--- src/rtl/mem_word_reader.sv ---
// Read-side controller for the shared byte-wide game memory: round-robin arbitration between two
// word requesters, followed by two byte reads assembled into one 16-bit little-endian word.
module mem_word_reader #(
  parameter int unsigned MEM_DEPTH  = 1024,
  parameter int unsigned MEM_WIDTH  = 8,
  parameter int unsigned WORD_WIDTH = 16,
  parameter int unsigned ADDR_WIDTH = 10
) (
  input  logic                  clk,
  input  logic                  nrst,
  input  logic                  req0,
  input  logic                  req1,
  output logic                  sel,
  input  logic [WORD_WIDTH-1:0] waddr,
  output logic                  grant0,
  output logic                  grant1,
  output logic                  valid0,
  output logic                  valid1,
  output logic [WORD_WIDTH-1:0] rdata,
  output logic                  mem_rd,
  output logic [ADDR_WIDTH-1:0] mem_addr,
  input  logic [MEM_WIDTH-1:0]  mem_rdata
);

  // Number of word-index bits; upper waddr bits wrap within the memory.
  localparam int unsigned WordIdxW = $clog2(MEM_DEPTH) - 1;

  typedef enum logic [1:0] {StIdle, StRd0, StRd1, StCap} state_e;

  state_e                  state_q, state_d;
  logic                    sel_q, sel_d;
  logic                    last_q, last_d;
  logic                    grant0_q, grant0_d, grant1_q, grant1_d;
  logic                    valid0_q, valid0_d, valid1_q, valid1_d;
  logic [ADDR_WIDTH-1:0]   hold_q, hold_d;
  logic [MEM_WIDTH-1:0]    lo_q, lo_d;
  logic [WORD_WIDTH-1:0]   rdata_q, rdata_d;
  logic                    winner;
  logic                    unused_waddr_hi;

  assign unused_waddr_hi = ^waddr[WORD_WIDTH-1:WordIdxW];

  always_comb begin
    state_d  = state_q;
    sel_d    = sel_q;
    last_d   = last_q;
    grant0_d = 1'b0;
    grant1_d = 1'b0;
    valid0_d = 1'b0;
    valid1_d = 1'b0;
    hold_d   = hold_q;
    lo_d     = lo_q;
    rdata_d  = rdata_q;
    mem_rd   = 1'b0;
    mem_addr = hold_q;
    // On a tie the requester not served last wins; otherwise the lone requester wins.
    winner   = (req0 && req1) ? ~last_q : req1;

    unique case (state_q)
      StIdle: begin
        if (req0 || req1) begin
          state_d  = StRd0;
          sel_d    = winner;
          last_d   = winner;
          grant0_d = ~winner;
          grant1_d = winner;
        end
      end
      StRd0: begin
        mem_rd   = 1'b1;
        mem_addr = {waddr[WordIdxW-1:0], 1'b0};
        hold_d   = {waddr[WordIdxW-1:0], 1'b1};
        state_d  = StRd1;
      end
      StRd1: begin
        mem_rd  = 1'b1;
        lo_d    = mem_rdata;
        state_d = StCap;
      end
      StCap: begin
        rdata_d  = {mem_rdata, lo_q};
        valid0_d = ~sel_q;
        valid1_d = sel_q;
        state_d  = StIdle;
      end
      default: state_d = StIdle;
    endcase
  end

  always_ff @(posedge clk or negedge nrst) begin
    if (!nrst) begin
      state_q  <= StIdle;
      sel_q    <= 1'b0;
      last_q   <= 1'b1;
      grant0_q <= 1'b0;
      grant1_q <= 1'b0;
      valid0_q <= 1'b0;
      valid1_q <= 1'b0;
      hold_q   <= '0;
      lo_q     <= '0;
      rdata_q  <= '0;
    end else begin
      state_q  <= state_d;
      sel_q    <= sel_d;
      last_q   <= last_d;
      grant0_q <= grant0_d;
      grant1_q <= grant1_d;
      valid0_q <= valid0_d;
      valid1_q <= valid1_d;
      hold_q   <= hold_d;
      lo_q     <= lo_d;
      rdata_q  <= rdata_d;
    end
  end

  assign sel    = sel_q;
  assign grant0 = grant0_q;
  assign grant1 = grant1_q;
  assign valid0 = valid0_q;
  assign valid1 = valid1_q;
  assign rdata  = rdata_q;

endmodule
--- config.mk ---
export PLATFORM = sky130hd
export DESIGN_NAME = mem_word_reader
export DESIGN_NICKNAME = d
export VERILOG_FILES = /design/src/rtl/mem_word_reader.sv
export SDC_FILE = /design/constraint.sdc
export NUM_CORES = 1
export LEC_CHECK = 0
export BUFFER_PORTS_ARGS = -buffer_cell sky130_fd_sc_hd__buf_2
export CAP_MARGIN = 20
export CORE_ASPECT_RATIO = 0.9
export CORE_MARGIN = 2
export CORE_UTILIZATION = 52
export CTS_BUF_LIST = sky130_fd_sc_hd__clkbuf_16
export DETAILED_ROUTE_END_ITERATION = 8
export PLACE_DENSITY_LB_ADDON = 0.25
export SLEW_MARGIN = 25
export SYNTH_ARGS = -nofsm -noshare
export SYNTH_HDL_FRONTEND = slang
export SYNTH_SLANG_ARGS = --single-unit
--- constraint.sdc ---
create_clock -name clk -period 4.2 [get_ports clk]
set_input_delay 0.63 -clock clk [delete_from_list [all_inputs] [get_ports clk]]
set_output_delay 0.63 -clock clk [all_outputs]
set_load 0.005 [all_outputs]
==> impl_metrics.tcl <==
set metrics [dict create \
    run_status "complete, no violations" \
    grt_remaining_overflow 0 \
    n_antenna_cell 0 \
    startpoint "state_q[1]" \
    number_of_antenna_violations_at_the_first_check_in_global_routing 0 \
    initial_utilization_pct 53.87 \
    pwr-share-comb_pct 37.8 \
    number_of_enable_flip_flop_cells_after_synthesis 0 \
    worstPathArrival_ps 1790 \
    primary_ff_master_synth "sky130_fd_sc_hd__dfrtp_1" \
    gpl.final_weighted_congestion 0.7016 \
    routed-via-count 990 \
    worst_slack_ps 1781 \
    power_leakage_nw 0.9855 \
    routed_wl_mm 2.742 \
    start_kind "register" \
    endpoint_type_of_the_worst_setup_path "output port" \
    maxCapViolCount 0 \
    switching_share_pct 28.80 \
    count_leader_synth "sky130_fd_sc_hd__dfrtp_1" \
    synthesis.area_per_instance_um2 16.07 \
    synth_top_area_share_pct 62.60 \
    fp-row-count 19 \
    core_region_area_um2 3043 \
    fmax_mhz 413.5 \
    cts_max_path_buffers 2 \
    timing.critical_path.cells "inv_1, ha_1, mux2_2, buf_2" \
    clk_latency_ps 280 \
    main_area_contributors_after_synthesis "sky130_fd_sc_hd__dfrtp_1 (63%), sky130_fd_sc_hd__mux2_2 (23%), sky130_fd_sc_hd__ha_1 (3.8%)" \
    slew-limit-headroom_pct 42.06 \
    pin_count 60 \
    drtPass1Iterations 4 \
    grt_max_degree 43 \
    total_global_routing_track_utilization_pct 17.09 \
    finalHoldViolCount 0 \
    dieArea_um2 3618 \
    finalClockSkew_ps 3.517 \
    critical_path.max_stage_delay_ps 450 \
    clockPowerShare_pct 20.7 \
    place_hpwl_mm 1.964 \
    layout_net_count 190 \
    tritoncts "yes" \
    synth_top_cell_by_area "sky130_fd_sc_hd__dfrtp_1" \
    async_flop_share_pct 100.0 \
    drive_above_1_share_pct 59.24 \
    yosys_register_bits 42 \
    critical_path_fanouts_max 11 \
    worstPathRequired_ps 3570 \
    worstHoldStart "hold_q[0]" \
    layout_worst_path_cycle_share_pct 57.59 \
    power_density_nw_per_um2 813.9 \
    postCtsHoldBufs 0 \
    worstRegToRegCells 2 \
    wl_per_instance_um 13.78 \
    drtIter0Drc 26 \
    fp.dieW_um 63.18 \
    whs_path_depth 1 \
    finalWorstPathRequiredPeriod_ps 2419 \
    preCtsSetupSlack_ps 2086 \
    synthesis.nets 135 \
    clock_transition_at_the_registers_of_the_reported_paths_ps 60 \
    final.setup.tns_ps 0 \
    r2r-start "state_q[1]" \
    antenna_violating_nets_post_route 0 \
    cts_setup_buffers 0 \
    rsz_0062_raised_after_global_routing "false" \
    crit_type "register to output port" \
    via_density 4.975 \
    die_h_um 57.26 \
    setup_viol 0 \
    synth.yosys.seq_area_share_pct 64.20 \
    syn-cell-area_um2 1639 \
    vdd_drop_max_uv 417.3 \
    synth_top_cells_by_count "sky130_fd_sc_hd__dfrtp_1 (41), sky130_fd_sc_hd__mux2_2 (33), sky130_fd_sc_hd__ha_1 (5)" \
    yosysUniqueCellTypes 19 \
    fillCellCount 253 \
    port_buffers 52 \
    critical-path-slowest-cell "sky130_fd_sc_hd__ha_1" \
    cts.repair.resized 0 \
    cts_made_buffers 5 \
    synth.yosys.warnings 0 \
    first_global_vias 976 \
    drc 0 \
    synthCells 102 \
    p_switching_mw 0.4810 \
    power.share.sequential_pct 41.6 \
    grt_first_pass_wirelength_mm 4.505 \
    clock_tree.htree_level_count 2 \
    timing_worst_slew_pin_value_ps 869.2 \
    layout_area_growth_over_synthesis_pct 25.19 \
    cts.sinks 42 \
    worst_hold_path_type "register to register" \
    internal_power_mw 1.189 \
    clockRootBuffer "sky130_fd_sc_hd__clkbuf_16" \
    final_max_slew_viol_count 0 \
]
## metal layers
metal | track usage, % | wire length (um) | vias up
met3 | 6.706 | 164 | 6
met2 | 28.27 | 1431 | 26
met4 | 9.317 | 62 | 0
li1 | - | - | 462
met1 | 19.28 | 1084 | 496
met5 | 0 | 0 | -
## per-stage QoR
| step | hold WS, ps | power [mW] | cells | utilization [%] | area (um2) |
|---|---|---|---|---|---|
| after CTS | 457.0 | 1.699 | 199 | 67.43 | 2052 |
| after global placement | 443.5 | 1.309 | 192 | 63.08 | 1919 |
| final | 453.8 | 1.670 | 199 | 67.43 | 2052 |
| after detailed placement | 444.0 | 1.348 | 192 | 63.08 | 1919 |
| after floorplan | 334.4 | 1.109 | 102 | - | 1639 |
| after global routing | 478.6 | 1.789 | 199 | 67.43 | 2052 |
## cells by family after synthesis
group / Yosys count / synth area share [%]
AOI/OAI and AO/OA: 5 / 1.679
and+or+nand+nor: 9 / 3.894
muxes: 35 / 23.97
adders and majority gates: 5 / 3.817
buffers and inverters: 6 / 2.443
DFF: 42 / 64.20
## power groups by stage
stage	Clock, mW	Combinational, mW	Sequential (mW)
3_3_place_gp	0	0.621	0.689
2_1_floorplan	0	0.411	0.697
6_report	0.345	0.631	0.694
5_1_grt	0.373	0.694	0.722
4_1_cts	0.354	0.647	0.698
3_5_place_dp	0	0.643	0.705
## critical path: cells and delay by family, from the launching register on
kind | cells | cell delay, ps
multiplexers | 1 | 410
adder cells (fa/ha/maj) | 1 | 450
flip-flops | 1 | 410
buffers and inverters | 2 | 240
## area by class of cell
class / instances / area, um2 / area share, %
well taps: 42 / 52.55 / 2.561
clock inverters: 2 / 7.507 / 0.3659
multi-input cells: 54 / 546.8 / 26.65
clock buffers: 5 / 125.1 / 6.098
inverters: 2 / 7.507 / 0.3659
flip-flops and latches: 42 / 1052 / 51.28
repair buffers: 52 / 260.3 / 12.68
## path summary, 6_finish.rpt
check | end | slack [ps]
setup / recovery | mem_addr[9] | 1780
max in group asynchronous | valid1 | 3180
min in group asynchronous | rdata[5] | 470
hold / removal | hold_q[0] | 450
hold reg to reg | hold_q[0] | 450
setup reg to reg | rdata[13] | 2580
## sequential cells by signal, summed over array words and instances, names as in the netlist, 2 cells and up
name / count
hold_q: 10
lo_q: 8
rdata: 16
state_q: 2
## placed cells by master, fill, tap and decap left out, drive strengths merged
| cell | n |
|---|---|
| buf | 52 |
| dfrtp | 41 |
| mux2 | 34 |
| ha | 5 |
| clkbuf | 5 |
| inv | 4 |
| a21oi | 3 |
| nor2b | 2 |
| a31oi | 2 |
| and2 | 1 |
| nand2 | 1 |
| nand2b | 1 |
| and3 | 1 |
| nor2 | 1 |
| nor3b | 1 |
| mux2i | 1 |
| or2 | 1 |
| dfstp | 1 |
Note: power is estimated with default switching activity, not from simulation.
